## config.mk

```make
export PLATFORM = sky130hd
export DESIGN_NAME = chan_scan_mux
export DESIGN_NICKNAME = d
export VERILOG_FILES = /design/src/rtl/board_pkg.sv /design/src/rtl/scan_divider.sv /design/src/rtl/chan_scan_mux.sv
export SDC_FILE = /design/constraint.sdc
export NUM_CORES = 1
export LEC_CHECK = 0
export ABC_AREA = 1
export BUFFER_PORTS_ARGS = -buffer_cell sky130_fd_sc_hd__buf_2
export CAP_MARGIN = 20
export CORE_MARGIN = 1.5
export CORE_UTILIZATION = 33
export CTS_BUF_LIST = sky130_fd_sc_hd__clkbuf_4 sky130_fd_sc_hd__clkbuf_8 sky130_fd_sc_hd__clkbuf_16
export CTS_CLUSTER_SIZE = 16
export DETAILED_ROUTE_END_ITERATION = 16
export PLACE_DENSITY = 0.65
export REMOVE_ABC_BUFFERS = 1
export SYNTH_ARGS = -nofsm -noshare
export SYNTH_HDL_FRONTEND = slang
export SYNTH_SLANG_ARGS = --single-unit
```

## constraint.sdc

```tcl
create_clock -name clk -period 2.4 [get_ports clk]
set_clock_uncertainty 0.05 [all_clocks]
set_input_delay 0.48 -clock clk [delete_from_list [all_inputs] [get_ports clk]]
set_output_delay 0.48 -clock clk [all_outputs]
set_load 0.01 [all_outputs]
```

## src/rtl/board_pkg.sv

```systemverilog
// Shared constants for the board display/debug path.
// Mode encodings and default divider width.
package board_pkg;

    localparam logic MODE_MANUAL   = 1'b0;
    localparam logic MODE_AUTO     = 1'b1;
    localparam int   DIV_W_DEFAULT = 16;

endpackage

```

## src/rtl/scan_divider.sv

```systemverilog
// Scan-period divider: counts enabled cycles and ticks when count >= period.
// The >= compare lets a lowered period take effect on the very next edge.
module scan_divider
    import board_pkg::*;
#(
    parameter int DIV_W = DIV_W_DEFAULT
) (
    input  logic             clk,
    input  logic             rst,
    input  logic             en,
    input  logic             clr,
    input  logic [DIV_W-1:0] period,
    output logic             tick
);

    logic [DIV_W-1:0] cnt_q;
    logic [DIV_W-1:0] cnt_d;

    always_comb begin
        cnt_d = cnt_q;
        tick  = 1'b0;
        if (clr) begin
            cnt_d = '0;
        end else if (en) begin
            if (cnt_q >= period) begin
                cnt_d = '0;
                tick  = 1'b1;
            end else begin
                cnt_d = cnt_q + DIV_W'(1);
            end
        end
    end

    always_ff @(posedge clk) begin
        if (rst) begin
            cnt_q <= '0;
        end else begin
            cnt_q <= cnt_d;
        end
    end

endmodule

```

## src/rtl/chan_scan_mux.sv

```systemverilog
// Registered N-channel mux with manual select or round-robin auto-scan.
// Drives time-multiplexed display digits via sel_out / ch_onehot.
module chan_scan_mux
    import board_pkg::*;
#(
    parameter int WIDTH    = 5,
    parameter int CHANNELS = 4,
    parameter int SEL_W    = $clog2(CHANNELS),
    parameter int DIV_W    = DIV_W_DEFAULT
) (
    input  logic                      clk,
    input  logic                      rst,
    input  logic                      mode,
    input  logic [SEL_W-1:0]          sel_in,
    input  logic                      hold,
    input  logic [DIV_W-1:0]          period,
    input  logic [CHANNELS*WIDTH-1:0] din,
    output logic [WIDTH-1:0]          dout,
    output logic [SEL_W-1:0]          sel_out,
    output logic [CHANNELS-1:0]       ch_onehot,
    output logic                      step,
    output logic                      sel_err
);

    localparam logic [SEL_W:0]   CHAN_N = (SEL_W + 1)'(CHANNELS);
    localparam logic [SEL_W-1:0] LAST   = SEL_W'(CHANNELS - 1);

    logic                tick;
    logic                manual;
    logic                in_range;
    logic [SEL_W-1:0]    sel_q, sel_d;
    logic [CHANNELS-1:0] oh_q, oh_d;
    logic [WIDTH-1:0]    dout_q, dout_d;
    logic                step_q, step_d;
    logic                err_q, err_d;

    assign manual   = (mode == MODE_MANUAL);
    assign in_range = ({1'b0, sel_in} < CHAN_N);

    scan_divider #(
        .DIV_W (DIV_W)
    ) u_div (
        .clk    (clk),
        .rst    (rst),
        .en     (~manual & ~hold),
        .clr    (manual),
        .period (period),
        .tick   (tick)
    );

    always_comb begin
        sel_d  = sel_q;
        step_d = 1'b0;
        err_d  = 1'b0;
        if (manual) begin
            if (in_range) begin
                sel_d = sel_in;
            end else begin
                err_d = 1'b1;
            end
        end else if (tick) begin
            // Explicit wrap so odd channel counts never visit 2^SEL_W-1.
            sel_d  = (sel_q == LAST) ? '0 : sel_q + SEL_W'(1);
            step_d = 1'b1;
        end
    end

    always_comb begin
        oh_d   = '0;
        dout_d = '0;
        for (int k = 0; k < CHANNELS; k++) begin
            oh_d[k] = (sel_d == SEL_W'(k));
            if (sel_d == SEL_W'(k)) begin
                dout_d = din[k*WIDTH +: WIDTH];
            end
        end
    end

    always_ff @(posedge clk) begin
        if (rst) begin
            sel_q  <= '0;
            oh_q   <= CHANNELS'(1);
            dout_q <= '0;
            step_q <= 1'b0;
            err_q  <= 1'b0;
        end else begin
            sel_q  <= sel_d;
            oh_q   <= oh_d;
            dout_q <= dout_d;
            step_q <= step_d;
            err_q  <= err_d;
        end
    end

    assign sel_out   = sel_q;
    assign ch_onehot = oh_q;
    assign dout      = dout_q;
    assign step      = step_q;
    assign sel_err   = err_q;

endmodule

```

==> flow_summary.ini <==
[run_status]
status = finished clean

[detailed_routing]
ant_nets = 0
wl_mm = 3.83
drc = 0
drt_iter0_markers = 36
wire_per_inst_um = 9.88
via_count = 1723
via_per_inst = 4.45
dr.pass1.iters = 4

[logic_synthesis]
ys.flop_type = dfxtp_1
synth-seq-area-share_pct = 30.9
syn_inst = 258
synth_warnings = 0
async_flop_share_pct = 0
syn_avg_cell_area_um2 = 7.04
synth_common_cells = nand2_1, inv_1, dfxtp_1
synth_enable_flop_cells = 0
yosysTopAreaCell = dfxtp_1
synth.most_common_cell = nand2_1
synth_area_leaders = dfxtp_1, ha_1, nand2_1, inv_1, nand3_1
netlist_area_um2 = 1820
synth_cell_types = 32
ys_ff_latch = 28
synth_top_area_share_pct = 30.9

[timing]
slew_viol_final = 0
finalHoldViolCount = 0
period_share_pct = 89.7
fmax_mhz = 465
finalWorstSetupSlack_ns = 0.248
fin_crit_ns = 2.15
finalSetupViolCount = 0

[layout]
area_delta_synth_final_pct = 25.0
drive_gt1_share_pct = 25.9
stdcell_area_um2 = 2270
finalNetCount = 378
antenna_cells = 0

[worst_setup_path]
cp.arrival_ns = 2.28
cp_max_fo = 16
cp_data_required_time_ns = 2.53
path_class = reg -> reg
end_kind = flop
start_kind = flop

[pwr]
seqPwrFrac_pct = 50.8
p_int_mw = 0.704
peakVddDrop_mv = 0.252
power.switching_mw = 0.253
swShare_pct = 26.4
p_per_area_nw_per_um2 = 422
finalPower_mw = 0.957
pwr-share-comb_pct = 18.1
power_leakage_nw = 1.25
p_clk_share_pct = 31.1

[global_routing]
overflow = 0
grt_max_degree = 17
grt_antenna_before_repair = 0
grt_pass1_vias = 1655
grtUsageTotal_pct = 13.6
grt_pass1_wl_mm = 6.78

[placement]
port_buffers = 53
place_area_um2 = 2200
gp_congestion = 0.772
pre_cts_ws_ns = -0.0602
dp_hpwl_mm = 2.99

[clock_tree]
postCtsSetupRepairBufs = 0
numCtsBuffers = 3
ctsRootBufferMaster = clkbuf_8
cts.sink_count = 28
cts_tree = yes
h-tree-depth = 1
cts_buffer_depth = 2
clock_latency_ns = 0.28
path_clk_slew_ns = 0.10

[run]
max_cap_violations = 0

[die]
ios = 55
die_x_um = 77.2
start_util_pct = 34.9
core_area_um2 = 5200
die_h_um = 77.2
rows = 26
fp.dieArea_um2 = 5960

[worst_hold_path]
min_path_type = in -> reg
## state kept, by name (all words and copies together) (netlist names)
register	flops
dout	5
step	1
ch_onehot	4
sel_out	2
u_div.cnt_q	16
## through the flow
step / util (%) / hold WS (ns) / TNS [ns] / std cells
final: 43.6 / 0.334 / 0 / 387
after global routing: 43.6 / 0.325 / -0.0148 / 387
after CTS: 43.4 / 0.329 / 0 / 387
after detailed placement: 42.3 / 0.446 / -0.286 / 383
after global placement: 42.3 / 0.437 / 0 / 383
after floorplan: - / 0.414 / 0 / 252
## worst paths after layout
| kind | startpoint | endpoint | slack (ns) | cells past startpoint |
|---|---|---|---|---|
| setup / recovery | u_div.cnt_q[0] | dout[2] | 0.25 | 18 |
| hold / removal | hold | u_div.cnt_q[1] | 0.33 | 2 |
| setup reg to reg | u_div.cnt_q[0] | dout[2] | 0.25 | 18 |
| hold reg to reg | u_div.cnt_q[0] | u_div.cnt_q[0] | 0.44 | 2 |
## kinds of logic (layout without fill, tap and decap cells)
logic type               Yosys count  after routing  share of synthesized area (%)
AND/OR/NAND/NOR                  129            129                           34.6
buffers and inverters             54            113                           12.2
flip-flops                        28             28                           30.9
AO/OA/AOI/OAI                     22             22                           6.89
adder cells (fa/ha/maj)           18             18                           12.4
XOR/XNOR                           6              6                           2.89
other                              1              1                          0.206
## power groups by stage
stage | Clock, mW | Combinational (mW) | Sequential, mW
2_1_floorplan | 0 | 0.0824 | 0.504
3_3_place_gp | 0 | 0.166 | 0.498
3_5_place_dp | 0 | 0.170 | 0.497
4_1_cts | 0.308 | 0.171 | 0.486
5_1_grt | 0.323 | 0.199 | 0.489
6_report | 0.298 | 0.173 | 0.486
## layout make-up
class | count | area, µm²
repair buffers | 61 | 338
clock buffers | 4 | 55.1
inverters | 48 | 181
flip-flops and latches | 28 | 562
fillers | 568 | 2930
multi-input cells | 176 | 1050
well taps | 70 | 87.6
## metal layers
metal  vias to the layer above  global-route usage [%]  wire [µm]
li1                        934                       -          -
met5                         -                       0          0
met3                         2                    3.69        221
met2                        33                    23.0       1720
met4                         0                    3.27         19
met1                       754                    17.0       1870
## critical path, cell delays in order (launching register included)
cell     delay, ns
dfxtp_2       0.37
inv_1         0.06
ha_1          0.26
nand2_1       0.06
nor2_1        0.04
nor2_1        0.07
nand2_1       0.06
nand2_1       0.06
nand2_1       0.07
nand2_1       0.06
nand2_1       0.09
nand3_1       0.10
nand2_1       0.08
inv_1         0.10
nand2_4       0.13
o21ai_0       0.19
nand3_1       0.09
nand2_1       0.06
inv_1         0.03
## timing repair
item                       CTS  global route
hold buffers                 0             0
resized for setup            0             8
setup endpoints to repair    0             6
## placed cells by master (no fill, tap or decap), types with 2 or more instances in the layout
cell type and instances:
nand2_1 50, o21ai_0 3, nor2_4 2, nand2_2 3, buf_4 7, or2_2 2, nor3b_1 5, dfxtp_1 27
xnor2_1 2, clkbuf_8 4, nand3_1 27, nor2_2 2, nor2_1 21, inv_1 46, buf_2 53, nand2_4 2
nand4_1 3, xor2_1 4, nor3_1 8, ha_1 18, a21oi_1 11, o21ai_1 4
No activity file was read; power rests on OpenSTA's default activity.
